--- config.mk ---
export PLATFORM = sky130hd
export DESIGN_NAME = abuf_sched
export DESIGN_NICKNAME = d
export VERILOG_FILES = /design/src/rtl/abuf_sched_pkg.sv /design/src/rtl/rbuf_skew_gen.sv /design/src/rtl/abuf_sched.sv
export SDC_FILE = /design/constraint.sdc
export NUM_CORES = 1
export LEC_CHECK = 0
export CAP_MARGIN = 25
export CORE_MARGIN = 2
export CORE_UTILIZATION = 30
export DETAILED_ROUTE_END_ITERATION = 6
export GPL_TIMING_DRIVEN = 0
export SLEW_MARGIN = 0
export SYNTH_ARGS = -nofsm -noshare
export SYNTH_HDL_FRONTEND = slang
export SYNTH_HIERARCHICAL = 1
export SYNTH_SLANG_ARGS = --single-unit
--- constraint.sdc ---
create_clock -name clk -period 5.6 [get_ports clk]
set_input_delay 1.12 -clock clk [delete_from_list [all_inputs] [get_ports clk]]
set_output_delay 1.12 -clock clk [all_outputs]
set_load 0.005 [all_outputs]
--- src/rtl/abuf_sched_pkg.sv ---
// Shared types and constants for the activation-buffer load/feed scheduler.
package abuf_sched_pkg;

  typedef enum logic [2:0] {
    ST_IDLE,
    ST_LOAD,
    ST_FEED,
    ST_FLUSH,
    ST_DONE
  } abuf_state_t;

  // Read latency of an RBUF: cycles spent in FLUSH before signalling completion.
  localparam int RD_LAT = 1;

endpackage

--- src/rtl/rbuf_skew_gen.sv ---
// Read-strobe generator for one row buffer: row K reads during feed steps K .. K+L-1,
// producing the diagonal wavefront the systolic array expects.
module rbuf_skew_gen
  import abuf_sched_pkg::*;
#(
  parameter int K    = 0,
  parameter int TW   = 5,
  parameter int CNTW = 5
) (
  input  logic [TW-1:0]   t,
  input  logic [CNTW-1:0] L,
  output logic            rd_en
);

  localparam int XW = ((TW > CNTW) ? TW : CNTW) + 2;

  logic [XW-1:0] w_t;
  logic [XW-1:0] w_lo;
  logic [XW-1:0] w_hi;

  assign w_t  = XW'(t);
  assign w_lo = XW'(K);
  assign w_hi = XW'(L) + XW'(K);

  assign rd_en = (w_t >= w_lo) && (w_t < w_hi);

endmodule

--- src/rtl/abuf_sched.sv ---
// Load/feed scheduler for NBUF activation row buffers: steers a column-major input
// stream round-robin into the buffers, then issues diagonally skewed read strobes.
// Optional feed stall input is enabled by defining ABUF_SCHED_STALL_EN.
module abuf_sched
  import abuf_sched_pkg::*;
#(
  parameter int NBUF    = 4,
  parameter int BUFSIZE = 16,
  parameter int CNTW    = $clog2(BUFSIZE + 1)
) (
  input  logic            clk,
  input  logic            rstn,
  input  logic            start,
  input  logic [CNTW-1:0] len,
  input  logic            in_valid,
  output logic            in_ready,
  output logic [NBUF-1:0] wr_en,
  output logic [NBUF-1:0] rd_en,
  output logic [NBUF-1:0] row_valid,
  output logic            busy,
  output logic            done
`ifdef ABUF_SCHED_STALL_EN
  ,
  input  logic            feed_stall
`endif
);

  localparam int WW = $clog2(BUFSIZE * NBUF + 1);
  localparam int TW = $clog2(BUFSIZE + NBUF);
  localparam int SW = (NBUF > 1) ? $clog2(NBUF) : 1;

  abuf_state_t     r_state;
  abuf_state_t     w_next;
  logic [CNTW-1:0] r_len;
  logic [CNTW-1:0] w_lenClamp;
  logic [WW-1:0]   r_w;
  logic [WW-1:0]   w_wLast;
  logic [SW-1:0]   r_s;
  logic [TW-1:0]   r_t;
  logic [TW-1:0]   w_tNext;
  logic [TW-1:0]   w_tLast;
  logic [NBUF-1:0] r_rd;
  logic [NBUF-1:0] w_skew;
  logic [NBUF-1:0] r_rowValid;
  logic            r_done;
  logic            w_stall;
  logic            w_accept;
  logic            w_wrLast;

`ifdef ABUF_SCHED_STALL_EN
  assign w_stall = feed_stall && (r_state == ST_FEED);
`else
  assign w_stall = 1'b0;
`endif

  // Requested length is clamped to the buffer depth so counters never overflow.
  assign w_lenClamp = (len > CNTW'(BUFSIZE)) ? CNTW'(BUFSIZE) : len;
  assign w_wLast    = WW'(r_len) * WW'(NBUF) - WW'(1);
  assign w_tLast    = TW'(r_len) + TW'(NBUF) - TW'(2);
  assign w_accept   = (r_state == ST_LOAD) && in_valid;
  assign w_wrLast   = w_accept && (r_w == w_wLast);

  // One skew generator per row, all driven by the feed step about to be presented.
  for (genvar k = 0; k < NBUF; k++) begin : g_skew
    rbuf_skew_gen #(
      .K    (k),
      .TW   (TW),
      .CNTW (CNTW)
    ) u_skew (
      .t     (w_tNext),
      .L     (r_len),
      .rd_en (w_skew[k])
    );
  end

  // Next-state and step-counter logic; r_t doubles as the FLUSH latency counter.
  always_comb begin
    w_next  = r_state;
    w_tNext = r_t;
    case (r_state)
      ST_IDLE: begin
        w_tNext = '0;
        if (start) begin
          w_next = (w_lenClamp == '0) ? ST_DONE : ST_LOAD;
        end
      end
      ST_LOAD: begin
        w_tNext = '0;
        if (w_wrLast) begin
          w_next = ST_FEED;
        end
      end
      ST_FEED: begin
        if (!w_stall) begin
          if (r_t == w_tLast) begin
            w_next  = ST_FLUSH;
            w_tNext = '0;
          end else begin
            w_tNext = r_t + TW'(1);
          end
        end
      end
      ST_FLUSH: begin
        w_tNext = r_t + TW'(1);
        if (r_t == TW'(RD_LAT - 1)) begin
          w_next  = ST_DONE;
          w_tNext = '0;
        end
      end
      ST_DONE: begin
        w_next  = ST_IDLE;
        w_tNext = '0;
      end
      default: begin
        w_next  = ST_IDLE;
        w_tNext = '0;
      end
    endcase
  end

  // Combinational handshake and write steering; a word lands in buffer r_s when accepted.
  always_comb begin
    in_ready = 1'b0;
    wr_en    = '0;
    busy     = 1'b0;
    if (r_state == ST_LOAD) begin
      in_ready = 1'b1;
    end
    if (w_accept) begin
      wr_en = NBUF'(1) << r_s;
    end
    if ((r_state == ST_LOAD) || (r_state == ST_FEED) || (r_state == ST_FLUSH)) begin
      busy = 1'b1;
    end
  end

  // State register and feed step counter.
  always_ff @(posedge clk or negedge rstn) begin
    if (!rstn) begin
      r_state <= ST_IDLE;
      r_t     <= '0;
    end else begin
      r_state <= w_next;
      r_t     <= w_tNext;
    end
  end

  // Length latch plus write counter and round-robin buffer select.
  always_ff @(posedge clk or negedge rstn) begin
    if (!rstn) begin
      r_len <= '0;
      r_w   <= '0;
      r_s   <= '0;
    end else if ((r_state == ST_IDLE) && start) begin
      r_len <= w_lenClamp;
      r_w   <= '0;
      r_s   <= '0;
    end else if (w_accept) begin
      r_w <= r_w + WW'(1);
      r_s <= (r_s == SW'(NBUF - 1)) ? '0 : r_s + SW'(1);
    end
  end

  // Registered read strobes, their one-cycle-late row valids, and the completion pulse.
  always_ff @(posedge clk or negedge rstn) begin
    if (!rstn) begin
      r_rd       <= '0;
      r_rowValid <= '0;
      r_done     <= 1'b0;
    end else begin
      r_rd       <= (w_next == ST_FEED) ? w_skew : '0;
      r_rowValid <= rd_en;
      r_done     <= (r_state == ST_DONE);
    end
  end

  assign rd_en     = r_rd & ~{NBUF{w_stall}};
  assign row_valid = r_rowValid;
  assign done      = r_done;

endmodule

# Word-level counts from Yosys, hierarchy flattened
# Index checks and enable logic that the tools add are counted.
# classes
add_sub_neg	9
shift	1
eq_ne	8
order_cmp	9
n_reduce_logical	13
muxes	19
# op_table
cell	count
5-bit by 7-bit less-than comparator with 1-bit output	3
3-bit 2-to-1 mux	5
5-bit 2-to-1 mux	3
7-bit 2-to-1 mux	2
5-bit by 2-bit adder with 6-bit output (second input constant)	2
3-bit one-hot mux with 4 select lines	1
5-bit by 1-bit greater-or-equal comparator with 1-bit output (second input constant)	2
5-bit by 2-bit greater-or-equal comparator with 1-bit output (second input constant)	2
5-bit zero test	2
5-bit one-hot mux with 2 select lines	1
3-bit by 2-bit == test with 1-bit output (second input constant)	3
4-bit 2-to-1 mux	2
7-bit by 1-bit adder with 7-bit output (second input constant)	1
7-bit == test	1
1-bit logical AND	7
7-bit by 1-bit subtractor with 7-bit output (second input constant)	1
5-bit by 1-bit adder with 6-bit output (second input constant)	1
2-bit 2-to-1 mux	3
5-bit by 1-bit adder with 5-bit output (second input constant)	1
5-bit by 3-bit adder with 5-bit output (second input constant)	1
5-bit == test	1
5-bit > comparator (second input constant)	1
5-bit less-than comparator	1
5-bit by 2-bit subtractor with 5-bit output (second input constant)	1
9 further kinds	11
# totals
ff_bits	31
wordCells	67
output_inout_bits	15
input_bits	9

# Logic depth before layout (Yosys ltp)
# Gate-level depths: netlist (run 1).
# depth
depth_word	8
mapped_depth	12

# Modules after synthesis
# The synthesis (run 1) kept the hierarchy.
# modules_own_cells
mod	cells_per_inst	n_inst	area_per_inst_um2
abuf_sched	156	1	1722.9
rbuf_skew_gen at g_skew[3].u_skew	21	1	178.9
rbuf_skew_gen at g_skew[1].u_skew	24	1	168.9
rbuf_skew_gen at g_skew[2].u_skew	17	1	142.6
rbuf_skew_gen at g_skew[0].u_skew	15	1	110.1

# Worst setup path after synthesis (run 1)
# No wires, ideal clock.
# synth_timing
path_type	flip-flop to flip-flop
start	register r_len[2]
end	register r_rd[3] (netlist: rd_en[3])
setup_slack_ps	2490
synth_period_minus_slack_ps	3110
arrival_ps	3016
required_ps	5506
setup_ps	94
stages_incl_launch_ff	13
cell_sequence	dfrtp_1 -> inv_1 -> ha_1 -> xnor2_1 -> nand3_1 -> nor4_4 -> nor3_1 -> ha_1 -> a211oi_2 -> o21ai_1 -> a21oi_2 -> nand3_1 -> a211oi_1
# synth_via
elab_chain_cells	8
# synth_lines
item	line	source
from (decl)	abuf_sched.sv:34	logic [CNTW-1:0] r_len;
from (signal assigned)	abuf_sched.sv:155	r_len <= w_lenClamp;
5-bit by 3-bit adder with 5-bit output *	abuf_sched.sv:59	assign w_tLast = TW'(r_len) + TW'(NBUF) - TW'(2);
5-bit by 2-bit subtractor with 5-bit output *	abuf_sched.sv:59	
5-bit == test *	abuf_sched.sv:95	if (r_t == w_tLast) begin
5-bit 2-to-1 mux *	abuf_sched.sv:95	
5-bit one-hot mux with 2 select lines *	abuf_sched.sv:80	case (r_state)
net w_tNext[3]	abuf_sched.sv:40	logic [TW-1:0] w_tNext;
5-bit by 7-bit less-than comparator with 1-bit output / 5-bit by 2-bit greater-or-equal comparator with 1-bit output (equally long branches)	rbuf_skew_gen.sv:25	assign rd_en = (w_t >= w_lo) && (w_t < w_hi);
1-bit logical AND *	rbuf_skew_gen.sv:25	
net w_skew[3]	abuf_sched.sv:43	logic [NBUF-1:0] w_skew;
4-bit 2-to-1 mux *	abuf_sched.sv:171	r_rd <= (w_next == ST_FEED) ? w_skew : '0;
to (signal assigned)	abuf_sched.sv:171	
to (decl)	abuf_sched.sv:42	logic [NBUF-1:0] r_rd;
# Mark *: on every way through the listed nets, which the timed path passes. The rest lies on a longest branch.
# A chain may end at the register's enable or synchronous reset.

# Worst setup path in the final report (run 1)
# layout_timing
start	input in_valid
end	output wr_en[2]
# layout_via
elab_chain_cells	2
# layout_lines
item	line	source
from (decl)	abuf_sched.sv:15	input logic in_valid,
1-bit logical AND	abuf_sched.sv:60	assign w_accept = (r_state == ST_LOAD) && in_valid;
4-bit 2-to-1 mux	abuf_sched.sv:129	if (w_accept) begin
to (decl)	abuf_sched.sv:17	output logic [NBUF-1:0] wr_en,
# Every way passes these cells.

==> qor.yml, run 1 <==
grt:
  gr-usage-all-layers: 0.119
  grt_antenna_before_repair: 0
  grt_overflow: 0
  grt_pass1_vias: 1719
  grt_max_degree: 32
  grt_first_pass_wirelength_mm: 8.07
power_and_ir_drop:
  combPwrFrac: 0.438
  p_switching_uw: 401
  powerDensity_nw_per_um2: 368
  seqPwrFrac: 0.342
  swShare: 0.387
  intPower_uw: 636
  peakVddDrop_mv: 0.177
  clock_power_share: 0.221
  p_leak_nw: 1.23
hold_path:
  hold_depth: 0
  min_to: "row_valid[2]$_DFF_PN0_"
  worstHoldStart: "rd_en[2]$_DFF_PN0_"
  hold_path.class: "reg -> reg"
clocking:
  cts_root_buf: "clkbuf_8"
  ctsResizeCount: 0
  cts_tree: "yes"
  cts_inserted_buffers: 5
  clk_path_buf_depth: 2
  post-cts-setup-buffers: 0
  cts_num_sinks: 31
  cts.reportedPaths.clkPinSlew_ns: 0.07
  hold_buffers: 0
  htree_levels: 2
  clk_latency_ns: 0.28
route:
  vias: 1760
  drc: 0
  drt_first_pass_iters: 4
  drt-total-wl_mm: 4.73
  drtIter0Drc: 96
  routed_via_density: 4.77
  wire_per_inst_um: 12.8
  drtAntennaViolNets: 0
placement:
  dpl.cell_count: 361
  dp_hpwl_mm: 3.48
  io_buffer_count: 23
  gp_congestion: 0.735
die:
  fp.coreArea_um2: 7610
  fp.dieH_um: 92.0
  num_rows: 32
  start_util: 0.305
  dieArea_um2: 8460
  die_w_um: 92.0
  num_io_pins: 24
worst_setup_path:
  cpLargestDelayFamily: "buffers and inverters"
  r2r-start: "r_len[2]$_DFFE_PN0P_"
  worstSetupPathType: "in -> out"
  cp_max_fo: 10
  reg2reg_to: "rd_en[0]$_DFF_PN0_"
  max_stage_delay_ns: 0.49
  critPathSlowestCell: "clkdlybuf4s50_1"
  r2r_setup_slack_ns: 1.89
  cp_num_buf_inv: 3
  crit_chain: "clkdlybuf4s50_1 -> and4bb_4 -> buf_2 -> and2_1 -> clkdlybuf4s50_1"
  crit_top_cell: "clkdlybuf4s50_1"
  start_kind: "primary input"
  cp.arrival_ns: 2.70
  endpoint_kind: "primary output"
  rr_worst_depth: 12
  cp.required_ns: 4.48
yosys:
  synthTopCellsByArea: "dfrtp_1 (33%), ha_1 (16%), xor2_1 (6.8%)"
  syn_inst: 233
  ys.warnings.count: 6
  yosysTopAreaCell: "dfrtp_1"
  synth_edf_count: 0
  synth_cell_types: 48
  synth_most_common_cell: "dfrtp_1"
  synth_fp_nets: 272
  synth_commonest_cells: "dfrtp_1 (31), ha_1 (30), xor2_1 (18)"
  synth_area_per_cell_um2: 9.97
  ys_ff_latch: 31
  synthArstFlopShare: 1.00
  netlist_area_um2: 2320
  ys.flop_type: "dfrtp_1"
  synth_top_area_frac: 0.334
  ys_seq_area_frac: 0.334
finish:
  nNetsFinal: 305
  fin_cells: 369
  regArea_um2: 776
  syn_to_final_growth_pct: 21.1
  utilization: 0.370
  final.fill_count: 768
  multi_input_area_um2: 1450
  drive_above_1_share: 0.127
  antennaDiodeCount: 0
timing:
  hold_viol_final: 0
  fin_skew_ns: 0.00677
  setup_tns_ns: 0
  rsz0062_at_grt: "false"
  worstMarginPinSlew_ns: 1.01
  post-route-period-util: 0.682
  min_period_ns: 3.82
  final_max_slew_viol_count: 0
  slew_headroom: 0.320
  fmax_mhz: 262
  setup_viol: 0
status:
  status: "finished, final reports clean"
run:
  drv_cap: 0
## metal layers
| layer | GRT usage | wire [um] |
|---|---|---|
| met5 | 0 | 0 |
| met4 | 0.0336 | 57 |
| met3 | 0.0279 | 120 |
| met2 | 0.189 | 2170 |
| met1 | 0.162 | 2380 |
## cells by family (layout without fill, tap and decap cells)
logic type                 count (synthesis)  after routing  synth area share
AOI/OAI and AO/OA                         40             40             0.135
xor gates and xnor gates                  29             29             0.109
adders and majority gates                 30             30             0.162
buffers and inverters                     22             56            0.0420
DFF                                       31             31             0.334
muxes                                      1              1           0.00485
and+or+nand+nor                           80             80             0.214
## state kept, by name (all words and copies together), names as in the netlist
register / count
r_state: 3
r_t: 5
r_len: 5
row_valid: 4
r_s: 2
done: 1
r_w: 7
rd_en: 4
## worst max-delay path by stage
stage	startpoint	endpoint	depth (start not counted)	slack, ns
2_1_floorplan	r_len[2]$_DFFE_PN0P_	rd_en[3]$_DFF_PN0_	12	2.49
3_3_place_gp	r_len[1]$_DFFE_PN0P_	rd_en[3]$_DFF_PN0_	12	1.68
3_5_place_dp	in_valid	wr_en[2]	5	1.77
4_1_cts	in_valid	wr_en[2]	5	1.77
5_1_grt	r_len[2]$_DFFE_PN0P_	rd_en[2]$_DFF_PN0_	13	1.59
6_report	in_valid	wr_en[2]	5	1.78
## cell usage in the layout, fill, tap and decap left out, types with 2 or more instances in the layout
| master | instances |
|---|---|
| nand4_1 | 3 |
| o21ai_0 | 7 |
| nand2_1 | 11 |
| a22o_1 | 3 |
| a21oi_2 | 2 |
| ha_1 | 30 |
| xnor2_1 | 11 |
| nand3_1 | 15 |
| o21ai_1 | 4 |
| a21oi_1 | 4 |
| nor4_4 | 2 |
| a211oi_2 | 3 |
| nand3b_1 | 5 |
| and2_1 | 7 |
| or4_4 | 2 |
| o211ai_1 | 2 |
| buf_4 | 3 |
| clkbuf_8 | 6 |
| nor3b_1 | 3 |
| clkdlybuf4s50_1 | 22 |
| buf_2 | 4 |
| inv_1 | 17 |
| nor2_1 | 17 |
| and3_1 | 2 |
| nor3_1 | 5 |
| dfrtp_1 | 31 |
| a211oi_1 | 4 |
| xor2_1 | 18 |
## worst register-to-register path: cells and delay by family (launching register included)
family | cells | cell delay, ns
AO/OA/AOI/OAI | 3 | 0.49
XOR/XNOR | 1 | 0.14
adder cells (fa/ha/maj) | 2 | 0.77
buffers and inverters | 1 | 0.18
flip-flops | 1 | 0.76
AND/OR/NAND/NOR | 5 | 1.30
## cell type report
class | count | area share
sequential | 31 | 0.276
buffer | 5 | 0.0120
tap | 102 | 0.0454
inverter | 17 | 0.0227
timing repair buffer | 26 | 0.0871
clock buffer | 6 | 0.0293
clock inverter | 2 | 0.0124
multi-input combinational | 180 | 0.515
## power by group through the flow
stage,clock (mW),combinational (mW),sequential (mW)
4_1_cts,0.235,0.459,0.355
6_report,0.229,0.453,0.354
3_5_place_dp,0,0.454,0.358
5_1_grt,0.243,0.521,0.366
2_1_floorplan,0,0.352,0.330
3_3_place_gp,0,0.442,0.357
## stage by stage
| step | worst slack (ns) | total power, mW | hold slack (ns) | cell area (um2) |
|---|---|---|---|---|
| after global placement | 1.68 | 0.800 | 0.359 | 2680 |
| after global routing | 1.59 | 1.13 | 0.385 | 2810 |
| after CTS | 1.77 | 1.05 | 0.374 | 2810 |
| final | 1.78 | 1.04 | 0.377 | 2810 |
| after detailed placement | 1.77 | 0.813 | 0.360 | 2700 |
| after floorplan | 2.49 | 0.682 | 0.376 | 2320 |
Power figures use the tool's default switching activity.
==> run 2: changes to the inputs <==
==> constraint.sdc (replaced) <==
create_clock -name clk -period 3.5 [get_ports clk]
set_input_delay 0.7 -clock clk [delete_from_list [all_inputs] [get_ports clk]]
set_output_delay 0.7 -clock clk [all_outputs]
set_load 0.005 [all_outputs]
==> run 2 against run 1 <==
Net effect:
- via count increased by 1.6%
- wire length increased by 1.9%
- critical endpoint is now rd_en[3]$_DFF_PN0_
- sequential cell count did not move
- final area grew 2.1%
- combinational power up 73%
- clock-buffer cell count unchanged
- critical path type is now reg -> reg
==> qor.yml, run 2 (synthesized netlist as in run 1, its figures left out) <==
clocking:
  cts_num_sinks: 31
  htree_levels: 2
  clk_latency_ns: 0.28
  cts_tree: "yes"
  cts_root_buf: "clkbuf_8"
  clk_path_buf_depth: 2
  cts_inserted_buffers: 5
  cts.reportedPaths.clkPinSlew_ns: 0.07
power_and_ir_drop:
  clock_power_share: 0.216
  peakVddDrop_mv: 0.284
  combPwrFrac: 0.465
  p_switching_uw: 646
  powerDensity_nw_per_um2: 587
  p_leak_nw: 1.25
  swShare: 0.383
  seqPwrFrac: 0.319
  intPower_mw: 1.04
worst_setup_path:
  max_stage_delay_ns: 0.50
  cp_max_fo: 11
  critPathLaunch: "r_len[3]$_DFFE_PN0P_"
  cp.depth: 13
  critPathCapture: "rd_en[3]$_DFF_PN0_"
  cp_num_buf_inv: 3
  r2r-start: "r_len[3]$_DFFE_PN0P_"
  cpLargestDelayFamily: "compound AO/OA/AOI/OAI gates"
  rr_worst_depth: 13
  r2r_setup_slack_ns: 0.23
  worstSetupPathType: "reg -> reg"
  critPathSlowestCell: "dfrtp_2"
  cp.required_ns: 3.69
  crit_chain: "clkbuf_2 -> xnor2_1 -> xnor2_1 -> nor4_4 -> buf_4 -> nor3_1 -> buf_4 -> ha_1 -> a211oi_2 -> o21ai_1 -> a21oi_2 -> nand3_1 -> a211oi_1"
  reg2reg_to: "rd_en[3]$_DFF_PN0_"
  start_kind: "flop"
  cp.arrival_ns: 3.46
  endpoint_kind: "flop"
route:
  drc: 0
  drt-total-wl_mm: 4.82
  routed_via_density: 4.80
  drtIter0Drc: 87
  drt_first_pass_iters: 4
  vias: 1789
  drtAntennaViolNets: 0
  wire_per_inst_um: 12.9
timing:
  setup_tns_ns: 0
  rsz0062_at_grt: "false"
  final_max_slew_viol_count: 0
  min_period_ns: 3.27
  fmax_mhz: 306
  slew_headroom: 0.328
  fin_skew_ns: 0.00562
  post-route-period-util: 0.933
  fin_hold_ws_ns: 0.373
  setup_viol: 0
  worstMarginPinSlew_ns: 1.00
  hold_viol_final: 0
die:
  fp.dieH_um: 92.0
  dieArea_um2: 8460
  start_util: 0.305
  num_rows: 32
  fp.coreArea_um2: 7610
  num_io_pins: 24
  die_w_um: 92.0
finish:
  drive_above_1_share: 0.166
  final_cell_mix: "ha_1 (30), dfrtp_1 (28), clkdlybuf4s50_1 (22), xor2_1 (18)"
  fin_cells: 373
  nNetsFinal: 309
  layout_commonest_cell: "ha_1"
  top_regs: "r_w x7, r_len x5, r_t x5"
  final.fill_count: 760
  largest_register_ffs: 7
  utilization: 0.378
  syn_to_final_growth_pct: 23.6
  antennaDiodeCount: 0
  top_register: "r_w"
placement:
  dpl.cell_count: 361
  gp_congestion: 0.735
  dp_hpwl_mm: 3.48
  io_buffer_count: 23
grt:
  grt_first_pass_wirelength_mm: 8.09
  gr-usage-all-layers: 0.119
  grt_pass1_vias: 1723
  grt_overflow: 0
  grt_max_degree: 32
  grt_antenna_before_repair: 0
status:
  status: "finished, final reports clean"
run:
  drv_cap: 0
hold_path:
  hold_path.class: "reg -> reg"
-- run 2: cell types whose count changed in the layout (fill, tap and decap cells not counted), sizes merged --
| cell | change |
|---|---|
| buf | +4 |
-- run 2: how the worst min path moves through the flow --
| stage | start | to | slack [ns] | cells after the start |
|---|---|---|---|---|
| 6_report | rd_en[2]$_DFF_PN0_ | row_valid[2]$_DFF_PN0_ | 0.37 | 0 |
| 5_1_grt | rd_en[2]$_DFF_PN0_ | row_valid[2]$_DFF_PN0_ | 0.38 | 0 |
| 4_1_cts | rd_en[2]$_DFF_PN0_ | row_valid[2]$_DFF_PN0_ | 0.37 | 0 |
| 3_5_place_dp | rd_en[2]$_DFF_PN0_ | row_valid[2]$_DFF_PN0_ | 0.36 | 0 |
| 3_3_place_gp | rd_en[0]$_DFF_PN0_ | row_valid[0]$_DFF_PN0_ | 0.36 | 0 |
| 2_1_floorplan | rd_en[0]$_DFF_PN0_ | row_valid[0]$_DFF_PN0_ | 0.38 | 0 |
-- run 2: area by class of cell --
cell class                 count  area [um2]  area share
buffer                         5        33.8      0.0118
clock inverter                 2        35.0      0.0122
tap                          102         128      0.0444
inverter                      17        63.8      0.0222
timing repair buffer          30         275      0.0958
multi-input combinational    180        1470       0.513
clock buffer                   6        82.6      0.0287
sequential                    31         782       0.272
-- run 2: through the flow --
stage | power, mW | instance area [um2] | setup slack (ns)
5_1_grt | 1.84 | 2870 | 0.00817
3_5_place_dp | 1.30 | 2700 | -0.188
4_1_cts | 1.68 | 2820 | 0.00262
3_3_place_gp | 1.28 | 2680 | -0.416
6_report | 1.69 | 2870 | 0.235
2_1_floorplan | 1.09 | 2320 | 0.390
-- run 2: what timing repair did --
| action | CTS | global route |
|---|---|---|
| setup endpoints to repair | 4 | 4 |
| buffers inserted | 0 | 4 |
| hold buffers | 0 | 0 |
| pin swaps | 0 | 1 |
| gates resized for setup | 2 | 6 |
| endpoints found under the hold margin | 0 | 0 |
-- run 2: power by group through the flow --
stage	Sequential, mW	Clock, mW	Combinational (mW)
6_report	0.538	0.365	0.784
3_5_place_dp	0.574	0	0.727
5_1_grt	0.553	0.389	0.896
4_1_cts	0.568	0.377	0.735
3_3_place_gp	0.572	0	0.708
2_1_floorplan	0.528	0	0.563
-- run 2: per-layer routing --
layer | vias to the layer above | wire (um) | track usage
met2 | 20 | 2240 | 0.189
met1 | 859 | 2400 | 0.163
li1 | 904 | - | -
met4 | 0 | 68 | 0.0336
met3 | 6 | 121 | 0.0279
met5 | - | 0 | 0
